[src/rtl/dp_grant_seq.sv]
// Grant sequencer for the dual-priority encoder path.
// Turns an accepted (first, second) code pair into back-to-back one-hot grants.
module dp_grant_seq #(
  parameter int NREQ = 12,
  parameter int CW   = 4,
  parameter int HOLD = 4
) (
  input  logic            clk,
  input  logic            rst_n,
  input  logic            in_valid,
  output logic            in_ready,
  input  logic [CW-1:0]   first,
  input  logic [CW-1:0]   second,
  input  logic            rel,
  output logic [NREQ-1:0] gnt,
  output logic            gnt_valid,
  output logic            done,
  output logic            err
);

  localparam int CNTW = $clog2(HOLD + 1);

  typedef enum logic [1:0] {
    IDLE,
    CHK,
    GNT1,
    GNT2
  } state_e;

  state_e          state_q;
  logic [CW-1:0]   first_q;
  logic [CW-1:0]   second_q;
  logic [CNTW-1:0] cnt_q;
  logic [NREQ-1:0] gnt_q;
  logic            gv_q;
  logic            done_q;
  logic            err_q;

  logic f_ok;
  logic s_ok;
  logic pair_ok;
  logic last;

  function automatic logic [NREQ-1:0] onehot(
    input logic [CW-1:0] c
  );
    logic [NREQ-1:0] v;
    v = '0;
    for (int i = 0; i < NREQ; i++) begin
      if (c == CW'(i + 1)) v[i] = 1'b1;
    end
    return v;
  endfunction

  assign f_ok = (first_q <= CW'(NREQ));
  assign s_ok = (second_q <= CW'(NREQ));

  assign pair_ok = f_ok && s_ok &&
    ((first_q == '0 && second_q == '0) ||
     (first_q != '0 && second_q < first_q));

  // rel cuts the current phase short exactly like counter expiry
  assign last = rel || (cnt_q == CNTW'(1));

  always_ff @(posedge clk or negedge rst_n) begin
    if (!rst_n) begin
      state_q  <= IDLE;
      first_q  <= '0;
      second_q <= '0;
      cnt_q    <= '0;
      gnt_q    <= '0;
      gv_q     <= 1'b0;
      done_q   <= 1'b0;
      err_q    <= 1'b0;
    end else begin
      done_q <= 1'b0;
      err_q  <= 1'b0;
      unique case (state_q)
        IDLE: begin
          if (in_valid) begin
            first_q  <= first;
            second_q <= second;
            state_q  <= CHK;
          end
        end
        CHK: begin
          if (!pair_ok) begin
            err_q   <= 1'b1;
            state_q <= IDLE;
          end else if (first_q == '0) begin
            done_q  <= 1'b1;
            state_q <= IDLE;
          end else begin
            gnt_q   <= onehot(first_q);
            gv_q    <= 1'b1;
            cnt_q   <= CNTW'(HOLD);
            state_q <= GNT1;
          end
        end
        GNT1: begin
          if (last && second_q != '0) begin
            gnt_q   <= onehot(second_q);
            cnt_q   <= CNTW'(HOLD);
            state_q <= GNT2;
          end else if (last) begin
            gnt_q   <= '0;
            gv_q    <= 1'b0;
            cnt_q   <= '0;
            done_q  <= 1'b1;
            state_q <= IDLE;
          end else begin
            cnt_q <= cnt_q - CNTW'(1);
          end
        end
        GNT2: begin
          if (last) begin
            gnt_q   <= '0;
            gv_q    <= 1'b0;
            cnt_q   <= '0;
            done_q  <= 1'b1;
            state_q <= IDLE;
          end else begin
            cnt_q <= cnt_q - CNTW'(1);
          end
        end
        default: state_q <= IDLE;
      endcase
    end
  end

  assign in_ready  = (state_q == IDLE);
  assign gnt       = gnt_q;
  assign gnt_valid = gv_q;
  assign done      = done_q;
  assign err       = err_q;

endmodule

[config.mk]
export PLATFORM = sky130hd
export DESIGN_NAME = dp_grant_seq
export DESIGN_NICKNAME = d
export VERILOG_FILES = /design/src/rtl/dp_grant_seq.sv
export SDC_FILE = /design/constraint.sdc
export NUM_CORES = 1
export LEC_CHECK = 0
export ABC_AREA = 1
export CAP_MARGIN = 20
export CORE_MARGIN = 2
export CORE_UTILIZATION = 41
export DETAILED_ROUTE_END_ITERATION = 10
export GPL_TIMING_DRIVEN = 0
export PLACE_DENSITY = 0.61
export SLEW_MARGIN = 20
export SYNTH_ARGS = -nofsm -noshare
export SYNTH_HDL_FRONTEND = slang
export SYNTH_SLANG_ARGS = --single-unit
[constraint.sdc]
create_clock -name clk -period 2 [get_ports clk]
set_input_delay 0.2 -clock clk [delete_from_list [all_inputs] [get_ports clk]]
set_output_delay 0.2 -clock clk [all_outputs]
set_load 0.005 [all_outputs]
# Word level (Yosys, flattened, before mapping)

Cells that the tools add are included.

Register bits after elaboration: 28
Output and inout bits: 16
Logic and storage cells: 112

Add/subtract/negate cells: 1
$lt $le $gt $ge: 3
Equality and inequality tests: 32
Muxes and demuxes: 52
Reductions and logical operators: 16

Operator list:

| kind                  | number |
|---|---|
| $mux W12              | 4 |
| $eq A4 B4 Y1 const B  | 10 |
| $pmux W12 S3          | 1 |
| $mux W1               | 34 |
| $eq A4 B3 Y1 const B  | 8 |
| $eq A4 B2 Y1 const B  | 4 |
| $mux W3               | 4 |
| $mux W2               | 5 |
| $pmux W3 S3           | 1 |
| $eq A4 B1 Y1 const B  | 2 |
| $le A4 B4 Y1 const B  | 2 |
| $logic_not A4 Y1      | 2 |
| $ne A2 B2 Y1 const B  | 4 |
| $pmux W2 S4           | 1 |
| $reduce_bool A4 Y1    | 2 |
| $pmux W1 S3           | 2 |
| $logic_and A1 B1 Y1   | 5 |
| $eq A2 B2 Y1 const B  | 2 |
| $lt A4 B4 Y1          | 1 |
| $reduce_and A4 Y1     | 1 |
| $eq A3 B1 Y1 const B  | 1 |
| $reduce_and A3 Y1     | 1 |
| $reduce_bool A3 Y1    | 1 |
| $sub A3 B1 Y3 const B | 1 |
| other kinds (4)       | 5 |

# Logic depth before layout (Yosys ltp)

Depth in word-level cells: 6
Mapped depth: 13
Depth with buffers taken out: 12

# Least setup slack after synthesis

Ideal clock, no wire load.

Kind: flip-flop to flip-flop
From: reg first_q[3]
To: reg gnt_q[10] (netlist: gnt[10])
Arrival time: 1507 ps
Required time: 1883 ps
Slack: 376 ps
Cell stages (with the launch flop): 14
Path buffers: 1
Path through: dfrtp_1 -> inv_1 -> ha_1 -> nand2_1 -> nand2_1 -> a21oi_1 -> nand2_1 -> nand2_1 -> nand2_2 -> nand2_4 -> nand2_4 -> buf_6 -> nand2_1 -> nand2_1

Longest elaborated chain between the ends: 6

RTL lines:

| what                                          | RTL line | text |
|---|---|---|
| start, declared                               | 31       | `logic [CW-1:0] first_q;` |
| start signal, assigned                        | 81       | `first_q <= first;` |
| $lt A4 B4 Y1, or another cell as far along    | 60       | `(first_q != '0 && second_q < first_q));` |
| $logic_and A1 B1 Y1, on equally long branches | 60, 59   |  |
| $logic_or A1 B1 Y1                            | 59       | `((first_q == '0 && second_q == '0) \|\|` |
| $logic_and A1 B1 Y1                           | 58       | `assign pair_ok = f_ok && s_ok &&` |
| $ne A2 B2 Y1 (no source line)                 | n/a      |  |
| $reduce_and A3 Y1 (no source line)            | n/a      |  |
| end signal, assigned                          | 94       | `gnt_q <= onehot(first_q);` |
| end signal, assigned                          | 102      | `gnt_q <= onehot(second_q);` |
| end, declared                                 | 34       | `logic [NREQ-1:0] gnt_q;` |

Parallel ways exist; a longest one is shown, timed or not. The select of a mux whose other input is x is not followed.
A chain may end at the register's enable or synchronous reset.

# Worst setup path after layout

From: reg first_q[3]
To: reg cnt_q[0]

Longest elaborated chain between the ends: 6

RTL lines:

| what                                          | RTL line | text |
|---|---|---|
| $lt A4 B4 Y1, or another cell as far along    | 60       |  |
| $logic_and A1 B1 Y1, on equally long branches | 60, 59   |  |
| $logic_or A1 B1 Y1                            | 59       |  |
| $logic_and A1 B1 Y1                           | 58       |  |
| $ne A2 B2 Y1 (no source line)                 | n/a      |  |
| $reduce_and A3 Y1 (no source line) (*)        | n/a      |  |
| end signal, assigned                          | 96       | `cnt_q <= CNTW'(HOLD);` |
| end signal, assigned                          | 103      | `cnt_q <= CNTW'(HOLD);` |
| end signal, assigned                          | 112      | `cnt_q <= cnt_q - CNTW'(1);` |
| end, declared                                 | 33       | `logic [CNTW-1:0] cnt_q;` |

Every way passes the cells marked *; elsewhere a longest branch is shown, timed or not.

==> metrics.txt <==
worst hold slack=approximately 460 ps; final core occ=52.1%; CTS sink cnt=28; Total Power=3.26 mW; non-filler cells, final=approximately 370; Area contributors post-synth=dfrtp_1 37%, nand2_1 19%, nand3_1 19%; critical path peak fanout=10; CTS clk-pin slew, worst paths=approximately 100 ps; setup slack, reg-to-reg=~230 ps; synth warn=0; Tot GR Track Use=roughly a fifth; Cells after DPL=362; vias in the first global route=1,776; Max VDD drop=0.000735 V; largest stage delay on the critical path=420 ps; CTS tree=built; Netlist cell types=21; Final ANT Viol Nets=0; Post-Route WL=4850 µm; Setup WS pre-CTS=~220 ps; CTS Buffer Depth=2; first-pass GRT wire length=between 8000 and 9000 µm; Final Skew=8.39 ps; crit path buf inv count=2; Top Family by Delay on Critical Path=simple AND/OR/NAND/NOR gates; CTS H-Tree Depth=1; RSZ-0062 raised after global routing=no; vias per cell=~5.1; Power Density=~1400 nW/µm²; Yosys top cell by area=dfrtp_1; slew margin rel.=~58%; CP startpoint kind=flop; syn_area_per_cell=slightly below 7 µm²; r2r worst-path depth=13; setup_tns=0 ps; Top cell by count, worst path=nand2_1; Post-synth EDFFs=0; Placer Congestion=between 0.9 and 1; Post-route DRC=0; Max-Cap Viols=0; core area=between 4000 and 5000 µm²; RR Endpoint=cnt_q[0]; most common cell in the netlist=nand2_1; Hold/Removal Path Class=input pin to async pin; largest net degree at the start of global routing=29; Worst-Skew Late Latency=280 ps; Worst setup EP type=flop; P_leak=approximately 1.2 nW; average wire per standard cell=13.2 µm; die area=between 5000 and 6000 µm²; CP Class=flop to flop; Initial DRC Count=120; placed inst area=between 2000 and 2500 µm²; total gr overflow=0; CTS buffer count=3; Syn Nets=300; slowest CP cell=dfrtp_1; synthesized flop and latch total=28; setup bufs post-CTS=0; Mapped Cells=283; Final Setup Violations=0; io pins=28; Initial DRT Pass Iterations=4; hpwl dp=approximately 3600 µm; Fmax achieved=567 MHz; final instance area=roughly 2300 µm²; layout overhead on the synthesized area=20.8%; worst flop-to-flop path startpoint=first_q[3]; final-stage net count=333; Starting Density=a little over two fifths; initial antenna violation count=0; Chip Height=between 70 and 80 µm; port bufs=27; Worst Tran Pin Value=between 600 and 700 ps; crit-path cells=inv_2 > ha_1 > nand2_1 > nand2_1 > a21oi_1 > nand2_1 > nand2_1 > nand2_2 > nand2_4 > nand2_4 > buf_6 > nand2_1 > nand2_1; # rows=24; WP data arrival=slightly below 2000 ps; max-slew violation count=0; post-route setup slack=about 230 ps; post-layout min period=1770 ps; CTS root buffer=clkbuf_8; Die X=around 72 µm; status=finished, final reports clean; Top FF cell, synth=dfrtp_1; endpoints failing hold=0; Post-Syn Area=between 1500 and 2000 µm²; Req. time, crit path=around 2200 ps; fraction of layout cells with a size suffix above 1=9.21%; n_diodes=0; Seq/Total Area, Yosys=between 30 and 40%; final period utilization=88.3%; Synth top cells by count=95 x nand2_1, 71 x nand3_1, 28 x dfrtp_1; post-synth top area share=between 30% and 40%; fraction of registers with async set/reset=100%; Vias=~1,900
[cell type report]
class,count,area (µm²)
timing repair buffer,28,275
buffer,12,75.1
inverter,22,82.6
sequential,28,701
tap,52,65.1
clock buffer,4,55.1
multi-input combinational,221,1040
fill,456,2120
[registers in the layout, summed over array words and instances (netlist names)]
name	cells
err	1
gnt_valid	1
gnt	12
second_q	4
state_q	2
cnt_q	3
done	1
first_q	4
[layer usage]
metal  vias to the layer above  routed length [µm]  GRT usage (%)
met5                         -                   0              0
met4                         0                  46           3.98
met3                         4                 200           3.33
met2                        36                2140           33.8
met1                       859                2460           28.4
li1                        982                   -              -
[worst max path at each step]
| stage | end | from | slack (ps) | depth (start not counted) |
|---|---|---|---|---|
| after floorplan | gnt[10] | first_q[3] | 380 | 13 |
| after global placement | gnt[0] | rel | 220 | 9 |
| after detailed placement | gnt[8] | first_q[3] | 220 | 13 |
| after CTS | cnt_q[0] | first_q[3] | 200 | 13 |
| after global routing | gnt[11] | cnt_q[1] | 20 | 10 |
| final | cnt_q[0] | first_q[3] | 230 | 13 |
[kinds of logic after synthesis]
logic type / count (synthesis) / share of synthesized area (%)
adders and majority gates: 5 / 3.29
buffers and inverters: 34 / 8.28
AOI/OAI and AO/OA: 14 / 4.67
DFF: 28 / 36.8
and+or+nand+nor: 201 / 46.5
xor gates and xnor gates: 1 / 0.460
[power breakdown]
part	switching (mW)	internal (mW)	total (mW)
Combinational	1.17	0.744	1.92
Clock	0.182	0.177	0.359
Sequential	0.209	0.774	0.983
Total	1.56	1.69	3.26
[what timing repair did]
| item | CTS | global route |
|---|---|---|
| gates resized for setup | 0 | 1 |
| hold buffers | 1 | 0 |
| setup endpoints to repair | 0 | 5 |
| hold endpoints to repair | 28 | 0 |
[placed cells by master (no fill, tap or decap), types with 2 or more instances in the layout]
master            n
clkbuf_8          4
clkdlybuf4s50_1  26
nand4_1           2
nand2_4           2
nand2_1          95
dfrtp_1          28
nor3_1            3
buf_6             2
a21oi_1          10
nand2_2           2
buf_2            10
inv_1            20
inv_2             2
nand3_1          71
nor2_2            4
nor2_1           21
ha_1              5
o211ai_1          2
(Power assumes the default switching activity.)
==> variant, RTL diff (config.mk and constraints unchanged) <==
Make the reset (`rst_n`) synchronous in one clocked block.
--- a/src/rtl/dp_grant_seq.sv
+++ b/src/rtl/dp_grant_seq.sv
@@ -62,7 +62,7 @@
   // rel cuts the current phase short exactly like counter expiry
   assign last = rel || (cnt_q == CNTW'(1));
 
-  always_ff @(posedge clk or negedge rst_n) begin
+  always_ff @(posedge clk) begin
     if (!rst_n) begin
       state_q  <= IDLE;
       first_q  <= '0;
Formal check against the unedited RTL: differs if rst_n is asserted again (counterexample within 4 cycles, from zero or initial values and one cycle with rst_n low); with rst_n held inactive, the same outputs for 10 cycles.
==> variant against the original RTL <==
  * Synthesized area is 3.3% lower
  * Utilization is 1.1 points lower
  * Via count is 6.8% higher
  * Highest routed layer unchanged
  * Final cell count is 1.4% higher
  * Die area is 3.1% lower
  * Wire length is 3.2% higher
  * Sequential cell count stayed put
  * Cell area is 3.5% lower
  * Worst setup slack worse by 0.050 ns
  * Critical endpoint is now gnt[8]$_SDFFE_PN0P_
Power is not compared: it rests on default switching activity, and its combinational part moved more than twofold at a synthesized area within 25%.
==> variant: results (changes against the original RTL) <==
* Fillers at 461 (+1.1%)
* Crit-path slowest cell: dfxtp_2
* Gp weighted congestion at 0.870 (-4.4%)
* Routed Wire Length at 5010 um (+3.2%)
* Peak per-stage delay on the critical path at 0.40 ns (-0.02 ns)
* Worst Hold Slack at 0.456 ns (-0.00428 ns)
* Ranking of synthesized cells by area: dfxtp_1 (30%), nand3_1 (22%), nand2_1 (13%)
* Clkbuf count at 3 (-1)
* Post-synth top cells: nand3_1 (82), nand2_1 (62), a21oi_1 (28), dfxtp_1 (28), inv_1 (23)
* Signal inverters at 26 (+18%)
* M1 GR Usage at 29.4% (+0.94 points)
* First-pass GRT wire length at 8430 um (-0.81%)
* Synthesized Nets at 307 (+2.3%)
* Tightest Pin Transition at 0.533 ns (-0.0998 ns)
* Final #Nets at 339 (+1.8%)
* Clk_skew at 0.00695 ns (-0.00144 ns)
* Via/cell ratio at 5.40 (+5.3%)
* Met3 usage at 2.14% (-1.2 points)
* Data buffer area share at 15.8% (+0.61 points)
* Hold/Removal Path Class: register to register
* Internal reg-to-reg setup slack at 0.18 ns (-0.05 ns)
* Drt wl/cell at 13.5 um (+1.8%)
* FF-to-FF Start: first_q[3]$_SDFFE_PN0P_
* Fraction of area in multi-input gates at 49.6% (+4.2 points)
* PnR Total Power at 1410 uW
* CP Data Arrival Time at 1.97 ns (+0.03 ns)
* Share of layout cells above drive strength 1 at 8.13% (-1.1 points)
* Main synth FF type: dfxtp_1
* Largest net degree at the start of global routing at 15 (-48%)
* Status: finished, final reports clean
* Seq/Total Area, Yosys at 30.5% (-6.4 points)
* ClkCell Share at 1.86% (-0.53 points)
* Synth cell types at 26 (+24%)
* Placed cell areas at 2180 um2 (-2.6%)
* Cells after Synth at 290 (+2.5%)
variant: cell types whose count changed after synthesis, moves of 4 or more:
| cell | change |
|---|---|
| dfrtp_1 | -28 |
| buf_2 | -4 |
| a21oi_1 | +18 |
| nand2_1 | -33 |
| dfxtp_1 | +28 |
| nor2_1 | -6 |
| clkbuf_1 | +7 |
| nand3_1 | +11 |
| o21ai_0 | +8 |
variant: worst min-delay path, stage by stage, from the launching register on:
cell     delay (ns)
dfxtp_1        0.32
inv_1          0.05
a21oi_1        0.06
variant: cell families after synthesis:
group | Yosys count | share of synthesized area (%)
XOR/XNOR | 1 | 0.476
buffers and inverters | 41 | 9.72
flip-flops | 28 | 30.5
adder cells (fa/ha/maj) | 5 | 3.40
AND/OR/NAND/NOR | 175 | 44.7
AO/OA/AOI/OAI | 40 | 11.3
variant: routing by layer:
metal  routed length [um]  share of wire (%)
met5                    0                  0
met4                   81                1.6
met3                  155                3.1
met2                 2330                 47
met1                 2440                 49
